$ cat src/rtl/la_csa_accum.sv
// Multi-operand accumulator: operands are folded into a redundant sum/carry pair
// by one carry-save row, which is then reused to resolve the pair into a binary total.
module la_csa_accum #(
    parameter int N    = 16,
    parameter int W    = 32,
    parameter int CW   = 8,
    parameter     PROP = "DEFAULT"
) (
    input  logic          clk,
    input  logic          reset,
    input  logic          in_valid,
    output logic          in_ready,
    input  logic [N-1:0]  in_data,
    input  logic          in_last,
    output logic          out_valid,
    input  logic          out_ready,
    output logic [W-1:0]  out_data,
    output logic [CW-1:0] out_count,
    output logic          busy
);

    typedef enum logic [1:0] {IDLE, ACC, RESOLVE, OUT} state_t;

    state_t         state_reg, state_next;
    logic [W-1:0]   sum_reg, sum_next;
    logic [W-1:0]   carry_reg, carry_next;
    logic [CW-1:0]  cnt_reg, cnt_next;
    logic           zero_reg;

    logic [W-1:0]   row_c;
    logic [W-1:0]   row_s;
    logic [W-1:0]   row_cy;
    logic           accept;

    assign in_ready  = (state_reg == IDLE) || (state_reg == ACC);
    assign accept    = in_valid && in_ready;
    assign out_valid = (state_reg == OUT);
    assign busy      = (state_reg != IDLE);
    assign out_data  = sum_reg;
    assign out_count = cnt_reg;

    // Third row input is the operand while accumulating and zero while resolving.
    assign row_c     = (state_reg == ACC) ? W'(in_data) : '0;
    assign row_cy[0] = 1'b0;

    genvar gi;
    generate
        for (gi = 0; gi < W; gi++) begin : g_row
            if (gi < W - 1) begin : g_full
                if (PROP == "MUX") begin : g_mux
                    assign row_s[gi]    = row_c[gi] ? ~(sum_reg[gi] ^ carry_reg[gi])
                                                    :  (sum_reg[gi] ^ carry_reg[gi]);
                    assign row_cy[gi+1] = (sum_reg[gi] ^ carry_reg[gi]) ? row_c[gi] : sum_reg[gi];
                end else begin : g_xor
                    assign row_s[gi]    = sum_reg[gi] ^ carry_reg[gi] ^ row_c[gi];
                    assign row_cy[gi+1] = (sum_reg[gi] & carry_reg[gi]) |
                                          (sum_reg[gi] & row_c[gi]) |
                                          (carry_reg[gi] & row_c[gi]);
                end
            end else begin : g_msb
                // Carry out of the top bit falls off: arithmetic is modulo 2^W.
                assign row_s[gi] = sum_reg[gi] ^ carry_reg[gi] ^ row_c[gi];
            end
        end
    endgenerate

    always_comb begin
        state_next = state_reg;
        sum_next   = sum_reg;
        carry_next = carry_reg;
        cnt_next   = cnt_reg;
        case (state_reg)
            IDLE: begin
                if (accept) begin
                    sum_next   = W'(in_data);
                    carry_next = '0;
                    cnt_next   = CW'(1);
                    state_next = in_last ? RESOLVE : ACC;
                end
            end
            ACC: begin
                if (accept) begin
                    sum_next   = row_s;
                    carry_next = row_cy;
                    cnt_next   = (cnt_reg == '1) ? cnt_reg : cnt_reg + CW'(1);
                    state_next = in_last ? RESOLVE : ACC;
                end
            end
            RESOLVE: begin
                // The wide zero test is taken from a register, which adds one check cycle.
                if (zero_reg) begin
                    state_next = OUT;
                end else if (carry_reg != '0) begin
                    sum_next   = row_s;
                    carry_next = row_cy;
                end
            end
            OUT: begin
                if (out_ready) begin
                    state_next = IDLE;
                    sum_next   = '0;
                    carry_next = '0;
                    cnt_next   = '0;
                end
            end
            default: state_next = IDLE;
        endcase
    end

    always_ff @(posedge clk or posedge reset) begin
        if (reset) begin
            state_reg <= IDLE;
            sum_reg   <= '0;
            carry_reg <= '0;
            cnt_reg   <= '0;
            zero_reg  <= 1'b0;
        end else begin
            state_reg <= state_next;
            sum_reg   <= sum_next;
            carry_reg <= carry_next;
            cnt_reg   <= cnt_next;
            zero_reg  <= (state_reg == RESOLVE) && (carry_reg == '0);
        end
    end

endmodule
$ cat config.mk
export PLATFORM = sky130hd
export DESIGN_NAME = la_csa_accum
export DESIGN_NICKNAME = d
export VERILOG_FILES = /design/src/rtl/la_csa_accum.sv
export SDC_FILE = /design/constraint.sdc
export NUM_CORES = 1
export LEC_CHECK = 0
export CORE_ASPECT_RATIO = 0.8
export CORE_UTILIZATION = 55
export CTS_CLUSTER_DIAMETER = 60
export DETAILED_ROUTE_END_ITERATION = 6
export GPL_TIMING_DRIVEN = 0
export PLACE_DENSITY = 0.83
export REMOVE_ABC_BUFFERS = 1
export SYNTH_ARGS = -nofsm -noshare
export SYNTH_HDL_FRONTEND = slang
export SYNTH_SLANG_ARGS = --single-unit
export TNS_END_PERCENT = 30
$ cat constraint.sdc
create_clock -name clk -period 3.3 [get_ports clk]
set_input_delay 0.825 -clock clk [delete_from_list [all_inputs] [get_ports clk]]
set_output_delay 0.825 -clock clk [all_outputs]
set_load 0.03 [all_outputs]
==> reports/results.ini, run 1 <==
[power_and_ir_drop]
powerDensity_nw_per_um2=911
power.share.clock_pct=16.1
p_seq_share_pct=24.1
finalPower_mw=4.85
p_sw_mw=2.12
p_leak_nw=2.34
internal-power_mw=2.73
comb_power_share_pct=59.8
switching_share_pct=43.7
irDropWorstVdd_mv=0.597

[sta]
worst_slew_pin_slew_ns=1.18
fin_skew_ns=0.0118
finalCriticalPeriod_ns=3.14
hold_viol_final=0
slew_viol_final=0
fin_tns_setup_ns=0
rsz0062_at_grt=false
max-slew-margin-rel_pct=21.4
hold_ws_ns=0.547
finalCritPeriodShare_pct=95.2
finalSetupViolations=0
fmax_mhz=318

[synth]
synth_simple_gate_area_share_pct=14.2
synth_area_leader_cell=dfrtp_1
synthArstFlopShare_pct=100
synth_mux_area_share_pct=14.7
synth_top_area_share_pct=41.9
synth_edf_count=0
synth_seq_cells=74
synth_fa_ha_area_share_pct=12.7
netlist_instances=424
synth_top_family_by_area=multiplexers
synth_area_um2=4420
synth_xor_area_share_pct=0
yosysWarnings=0
synthTopCellsByArea=dfrtp_1, mux2i_1, fa_1
ys_types=42
synthFlopType=dfrtp_1
synth_compound_area_share_pct=6.17
yosysSeqAreaShare_pct=41.9
syn_area_per_cell_um2=10.4

[setup_path]
crit_start=state_reg[1]$_DFFE_PP0P_
cp_max_fo=22
cp-start-kind=flip-flop
r2r_end=out_data[0]$_DFFE_PP0P_
cp-endpoint=in_ready
r2r_cells=5
cp.required_ns=2.47
timing.reg2reg.setup_slack_ns=0.46
r2r_start=state_reg[1]$_DFFE_PP0P_
path_cells=inv_1 -> ha_2 -> or2_1 -> clkdlybuf4s50_1
worst_setup_path_end_kind=output port
path_class=flip-flop to output port
critical-path-max-stage-delay_ns=0.66
crit_slowest_cell=clkdlybuf4s50_1
arrival_ns=2.32

[floorplan]
dieWidth_um=102
die_y_um=82.2
core_region_area_um2=7600
rows=28
initial_core_util_pct=58.2
die_area_um2=8400
ios=64

[finish]
nets=538
final_layout_size_suffix_gt1_share_pct=6.58
fin_cells=591
layout_commonest_cell=dfrtp_1
seq_area_um2=1850
largest_register_ffs=32
diodes=0
area_growth_pct=20.3
multi_input_area_um2=2140
final_util_pct=70.0
final_cell_mix=dfrtp_1, inv_1, clkdlybuf4s50_1, mux2i_1, nand2_1
final.fill_count=575

[drt]
wl_met3_um=422
final_antenna_net_count=0
remaining_drc_errors=0
drt-initial-drc-count=159
first_pass_iters=4
highest_layer=met4
routed_wl_um=8820
avgRoutedWirePerCell_um=14.9
m1WireLength_um=3970
dr_wl_met2_um=4370
vias_per_cell=5.25
via_count=3102

[clock_network]
cts_resized=2
postCtsSetupBuffers=0
clk_latency_ns=0.35
numCtsBuffers=9
clk_pin_slew_worst_paths_ns=0.08
cts_tree=built
cts_root_buffer=clkbuf_8
cts_htree_levels=3
cts_sinks=74
cts_hold_buffers=0
cts_buffer_depth=2

[global_routing]
antenna_found_initial=0
grt_pass1_wl_um=14900
grt_max_degree=68
gr-total-overflow=0
grt.total_usage_pct=23.3
grt_pass1_vias=3231

[place]
port_buffers=63
place_congestion=0.813
hpwl_um=6080
dp_cells=575

[min_path]
min_path_type=flip-flop to flip-flop
min_from=out_data[24]$_DFFE_PP0P_

[status]
outcome=completed

[job]
cap_violations=0

[synthesized netlist by cell type (all sizes together), types with 3 or more instances]
master	count
o21ai	3
a31o	4
o31a	4
inv	65
mux2i	62
buf	18
clkbuf	3
a21oi	17
nand2	53
nand2b	18
nor2b	5
and2	4
nor4	7
nor2	18
ha	21
nor3	4
o31ai	3
nand3	7
fa	15
dfrtp	74
[per-layer routing]
layer  vias to the layer above  global-route usage [%]
li1                       1502                       -
met1                      1513                    30.2
met2                        82                    39.9
met3                         5                    5.64
met4                         0                    5.14
met5                         -                       0
[through the flow]
step           area (µm²)  worst slack [ns]
6_report             5320             0.160
5_1_grt              5320            0.0275
4_1_cts              5310            0.0578
3_5_place_dp         5080            0.0429
3_3_place_gp         4970             -2.01
2_1_floorplan        4210            -0.897
[layout make-up]
class / instances / share of cell area [%]
flip-flops and latches: 74 / 34.8
inverters: 65 / 4.63
multi-input cells: 264 / 40.2
clock inverters: 5 / 1.46
repair buffers: 67 / 13.8
clock buffers: 11 / 2.66
well taps: 105 / 2.47
[power by group through the flow]
stage / logic (mW) / registers [mW] / clock network, mW
detailed placement: 2.88 / 1.18 / 0
global route: 3.12 / 1.19 / 0.837
CTS: 2.90 / 1.16 / 0.796
finish: 2.90 / 1.17 / 0.781
global placement: 2.21 / 1.15 / 0
floorplan: 1.62 / 1.32 / 0
[worst max-delay path: cells and delay by family (launching register included)]
kind	cells	cell delay, ns
buffers and inverters	2	0.81
DFF	1	0.46
and+or+nand+nor	1	0.17
adders and majority gates	1	0.53
[cells by family after synthesis]
group,count (synthesis)
compound gates,40
buf+inv,86
flops,74
fa+ha+maj,36
mux,64
simple gates,124
[how the worst min path moves through the flow]
stage / endpoint / slack (ns) / depth (start not counted)
global route: out_data[30]$_DFFE_PP0P_ / 0.57 / 2
finish: out_data[24]$_DFFE_PP0P_ / 0.55 / 2
floorplan: carry_reg[16]$_DFFE_PP0P_ / 0.51 / 1
detailed placement: out_data[18]$_DFFE_PP0P_ / 0.54 / 2
global placement: out_data[0]$_DFFE_PP0P_ / 0.53 / 1
CTS: carry_reg[21]$_DFFE_PP0P_ / 0.55 / 2
Note: power is estimated with default switching activity, not from simulation.
==> inputs of run 2 (changes only) <==
--- a/config.mk
+++ b/config.mk
@@ -10,7 +10,7 @@
 export CTS_CLUSTER_DIAMETER = 60
 export DETAILED_ROUTE_END_ITERATION = 6
 export GPL_TIMING_DRIVEN = 0
-export PLACE_DENSITY = 0.83
+export PLACE_DENSITY = 0.91
 export REMOVE_ABC_BUFFERS = 1
 export SYNTH_ARGS = -nofsm -noshare
 export SYNTH_HDL_FRONTEND = slang
==> reports/results.ini, run 2 (synthesized netlist as in run 1, its figures left out) <==
[min_path]
min_path_type=flip-flop to flip-flop

[setup_path]
critical-path-max-stage-delay_ns=0.66
crit_slowest_cell=clkdlybuf4s50_1
arrival_ns=2.30
cp-start-kind=flip-flop
cp.required_ns=2.47
critPathBufInv=2
path_cells=inv_1 -> ha_2 -> or2_1 -> clkdlybuf4s50_1
worst_setup_path_end_kind=output port
path_class=flip-flop to output port
cp_top_family=buffers and inverters
cp_max_fo=22

[finish]
area_growth_pct=19.0
largest_register_ffs=32
layout_commonest_cell=dfrtp_1
diodes=0
final_layout_size_suffix_gt1_share_pct=5.98
final.fill_count=587
nets=537
final_cell_mix=dfrtp_1, inv_1, clkdlybuf4s50_1, mux2i_1, nand2_1
postLayoutCellArea_um2=5260

[place]
port_buffers=63
dpl_cell_area_um2=5050
hpwl_um=6250
place_congestion=0.783

[power_and_ir_drop]
powerDensity_nw_per_um2=884
irDropWorstVdd_mv=0.596
p_leak_nw=2.32
finalPower_mw=4.65

[sta]
worst_slew_pin_slew_ns=1.20
fin_skew_ns=0.00969
slew_viol_final=0
hold_viol_final=0
fmax_mhz=320
rsz0062_at_grt=false
finalCritPeriodShare_pct=94.6
finalSetupViolations=0
max-slew-margin-rel_pct=20.1
finalCriticalPeriod_ns=3.12

[drt]
final_antenna_net_count=0
remaining_drc_errors=0
first_pass_iters=4
routed_wl_um=8990
drt-initial-drc-count=135
via_count=3140
avgRoutedWirePerCell_um=15.2
vias_per_cell=5.32

[clock_network]
cts_root_buffer=clkbuf_8
cts_htree_levels=3
numCtsBuffers=9
clk_latency_ns=0.34
cts_hold_buffers=0
cts_sinks=74
cts_buffer_depth=2
clk_pin_slew_worst_paths_ns=0.08
cts_tree=built

[floorplan]
die_y_um=82.2
rows=28
core_region_area_um2=7600
ios=64
die_area_um2=8400
dieWidth_um=102
initial_core_util_pct=58.2

[status]
outcome=completed

[global_routing]
gr-total-overflow=0
grt_pass1_vias=3270
grt_pass1_wl_um=15000
grt.total_usage_pct=23.5
grt_max_degree=54
antenna_found_initial=0

[job]
cap_violations=0

==> run 2: cell types whose count changed in the layout (fill, tap and decap cells not counted) <==
cell,before,now
clkbuf_8,10,11
buf_12,1,2
bufinv_16,2,1
buf_16,3,1
clkinv_2,2,1
clkinvlp_4,1,0
clkbuf_1,1,3
==> run 2: power breakdown <==
part	internal [mW]	switching (mW)
sequential	1.05	0.111
clock	0.391	0.329
combinational	1.14	1.63
total	2.58	2.07
==> run 2: worst paths after layout <==
check | to | cells after the start | from | slack (ns)
max in group asynchronous | carry_reg[4]$_DFFE_PP0P_ | 3 | reset | 1.95
setup reg to reg | out_data[20]$_DFFE_PP0P_ | 8 | state_reg[1]$_DFFE_PP0P_ | 0.44
hold reg to reg | out_data[17]$_DFFE_PP0P_ | 2 | out_data[17]$_DFFE_PP0P_ | 0.55
min in group asynchronous | out_data[23]$_DFFE_PP0P_ | 2 | reset | 0.79
setup / recovery | in_ready | 4 | state_reg[1]$_DFFE_PP0P_ | 0.18
hold / removal | out_data[17]$_DFFE_PP0P_ | 2 | out_data[17]$_DFFE_PP0P_ | 0.55
==> run 2: tightest hold or removal path, delay by kind of cell, from the launching register on <==
family   cells  cell delay, ns
mux          1            0.05
flops        1            0.41
buf+inv      1            0.06
==> run 2: area by class of cell <==
cell class | count | area [µm²] | share of cell area, %
flip-flops and latches | 74 | 1850 | 35.2
clock buffers | 14 | 163 | 3.09
inverters | 65 | 246 | 4.68
well taps | 105 | 131 | 2.50
clock inverters | 2 | 35.0 | 0.666
repair buffers | 66 | 698 | 13.3
multi-input cells | 264 | 2140 | 40.6
==> run 2: per-layer routing <==
metal	global-route usage, %	up-vias	part of all wire [%]	routed length (µm)
met2	41.3	66	51	4550
met3	6.06	2	4.5	404
li1	-	1495	-	-
met4	3.71	0	0.18	16
met5	0	-	0	0
met1	29.9	1577	45	4020
==> run 2: timing repair <==
action | CTS | global route
pin swaps | 0 | 0
buffers inserted | 0 | 0
endpoints found under the setup margin | 1 | 1
gates resized for setup | 2 | 1
==> run 2: per-stage QoR <==
stage | util [%] | cells | setup TNS (ns) | hold slack (ns) | setup slack, ns
6_report | 69.2 | 590 | 0 | 0.555 | 0.179
3_5_place_dp | 66.4 | 574 | 0 | 0.544 | 0.0594
5_1_grt | 69.2 | 590 | 0 | 0.578 | 0.0684
4_1_cts | 69.1 | 590 | 0 | 0.554 | 0.0628
2_1_floorplan | - | 403 | -51.95 | 0.510 | -0.897
3_3_place_gp | 65.4 | 571 | -166.38 | 0.527 | -1.92
==> inputs of run 3 (changes only) <==
--- a/config.mk
+++ b/config.mk
@@ -5,7 +5,6 @@
 export SDC_FILE = /design/constraint.sdc
 export NUM_CORES = 1
 export LEC_CHECK = 0
-export CORE_ASPECT_RATIO = 0.8
 export CORE_UTILIZATION = 55
 export CTS_CLUSTER_DIAMETER = 60
 export DETAILED_ROUTE_END_ITERATION = 6
==> reports/results.ini, run 3 (synthesized netlist as in run 1, its figures left out) <==
[setup_path]
cp.required_ns=2.47
path_cells=inv_1 -> ha_2 -> or2_1 -> clkdlybuf4s50_1
critPathBufInv=2
cp_max_fo=22
arrival_ns=2.31
r2r_end=out_data[0]$_DFFE_PP0P_
worst_setup_path_end_kind=output port
r2r_cells=5
path_class=flip-flop to output port
timing.reg2reg.setup_slack_ns=0.49
critical-path-max-stage-delay_ns=0.66
cp-start-kind=flip-flop
r2r_start=state_reg[1]$_DFFE_PP0P_
cp_top_family=buffers and inverters
crit_start=state_reg[1]$_DFFE_PP0P_
crit_slowest_cell=clkdlybuf4s50_1

[finish]
area_growth_pct=18.1
fin_cells=585
postLayoutCellArea_um2=5220
final_cell_mix=dfrtp_1, inv_1, clkdlybuf4s50_1, mux2i_1, nand2_1
largest_register_ffs=32
layout_commonest_cell=dfrtp_1
nets=538
diodes=0
final_layout_size_suffix_gt1_share_pct=5.59

[sta]
rsz0062_at_grt=false
hold_viol_final=0
fmax_mhz=319
fin_skew_ns=0.00760
finalCriticalPeriod_ns=3.14
worst_slew_pin_slew_ns=1.13
max-slew-margin-rel_pct=24.3
slew_viol_final=0
finalCritPeriodShare_pct=95.1
finalSetupViolations=0

[clock_network]
cts_tree=built
numCtsBuffers=9
postCtsSetupBuffers=0
cts_htree_levels=3
clk_pin_slew_worst_paths_ns=0.07
clk_latency_ns=0.34
cts_root_buffer=clkbuf_8
cts_sinks=74
cts_buffer_depth=2

[job]
cap_violations=0

[power_and_ir_drop]
p_seq_share_pct=25.3
p_leak_nw=2.30
switching_share_pct=45.3
power.share.clock_pct=12.4
internal-power_mw=2.52
powerDensity_nw_per_um2=882
irDropWorstVdd_mv=0.557
comb_power_share_pct=62.2
p_sw_mw=2.08

[global_routing]
grt_pass1_wl_um=15000
grt_pass1_vias=3265
grt.total_usage_pct=22.9
gr-total-overflow=0
grt_max_degree=42
antenna_found_initial=0

[place]
port_buffers=63
place_congestion=0.781
dp_cells=572
dpl_cell_area_um2=5070
hpwl_um=6130

[min_path]
min_path_type=flip-flop to flip-flop
min_from=out_data[25]$_DFFE_PP0P_
hold-path-endpoint=out_data[25]$_DFFE_PP0P_
hold_path_depth=2

[drt]
remaining_drc_errors=0
dr_wl_met2_um=4390
routed_wl_um=8850
m1WireLength_um=3930
first_pass_iters=4
drt-initial-drc-count=172
highest_layer=met4
via_count=3117
avgRoutedWirePerCell_um=15.1
final_antenna_net_count=0
wl_met3_um=438
vias_per_cell=5.33

[floorplan]
die_area_um2=8400
ios=64
rows=32
die_y_um=91.7
core_region_area_um2=7770
initial_core_util_pct=56.9
dieWidth_um=91.7

[status]
outcome=completed

-- run 3: cell count changes in the layout (fill, tap and decap cells not counted) --
| cell | change |
|---|---|
| clkbuf_8 | -2 |
| buf_12 | +1 |
| bufinv_16 | -1 |
-- run 3: metal layers --
layer | track usage [%] | up-vias
met5 | 0 | -
met4 | 8.99 | 0
met3 | 4.15 | 11
met2 | 38.7 | 81
met1 | 29.3 | 1529
li1 | - | 1496
-- run 3: cell type report --
class,count,area [µm²]
clock inverter,1,5.00
inverter,65,246
timing repair buffer,67,718
fill,596,2550
clock buffer,12,135
sequential,74,1850
multi-input combinational,264,2140
tap,102,128
-- run 3: timing repair --
action | in CTS | in global routing
gates resized for setup | 2 | 1
setup endpoints to repair | 1 | 1
cloned | 0 | 0
hold buffers | 0 | 0
-- run 3: power by group through the flow --
| stage | combinational [mW] | clock (mW) | sequential (mW) |
|---|---|---|---|
| floorplan | 1.62 | 0 | 1.32 |
| global placement | 2.20 | 0 | 1.15 |
| finish | 2.86 | 0.572 | 1.17 |
| global route | 3.08 | 0.617 | 1.18 |
| detailed placement | 2.84 | 0 | 1.18 |
| CTS | 2.87 | 0.580 | 1.16 |
-- run 3: through the flow --
step / hold WS (ns) / setup WS, ns / utilization, % / total power [mW] / TNS (ns)
after global placement: 0.528 / -1.93 / 64.0 / 3.35 / -164.52
after detailed placement: 0.539 / 0.0943 / 65.2 / 4.02 / 0
after floorplan: 0.510 / -0.897 / - / 2.94 / -51.95
after CTS: 0.551 / 0.0909 / 67.1 / 4.61 / 0
final: 0.546 / 0.163 / 67.2 / 4.60 / 0
after global routing: 0.576 / 0.0682 / 67.2 / 4.88 / 0
-- run 3: worst max path at each step --
stage	end	slack (ns)	cells past startpoint
CTS	in_ready	0.09	4
finish	in_ready	0.16	4
global placement	out_data[0]$_DFFE_PP0P_	-1.93	5
floorplan	carry_reg[16]$_DFFE_PP0P_	-0.90	6
detailed placement	in_ready	0.09	4
global route	in_ready	0.07	4
-- run 3: worst reg2reg max path, delay by kind of cell (launching register included) --
| kind | cells | cell delay, ns |
|---|---|---|
| AOI/OAI and AO/OA | 1 | 0.25 |
| and+or+nand+nor | 1 | 0.98 |
| muxes | 1 | 0.14 |
| buffers and inverters | 1 | 0.13 |
| DFF | 1 | 0.46 |
| adders and majority gates | 1 | 0.80 |
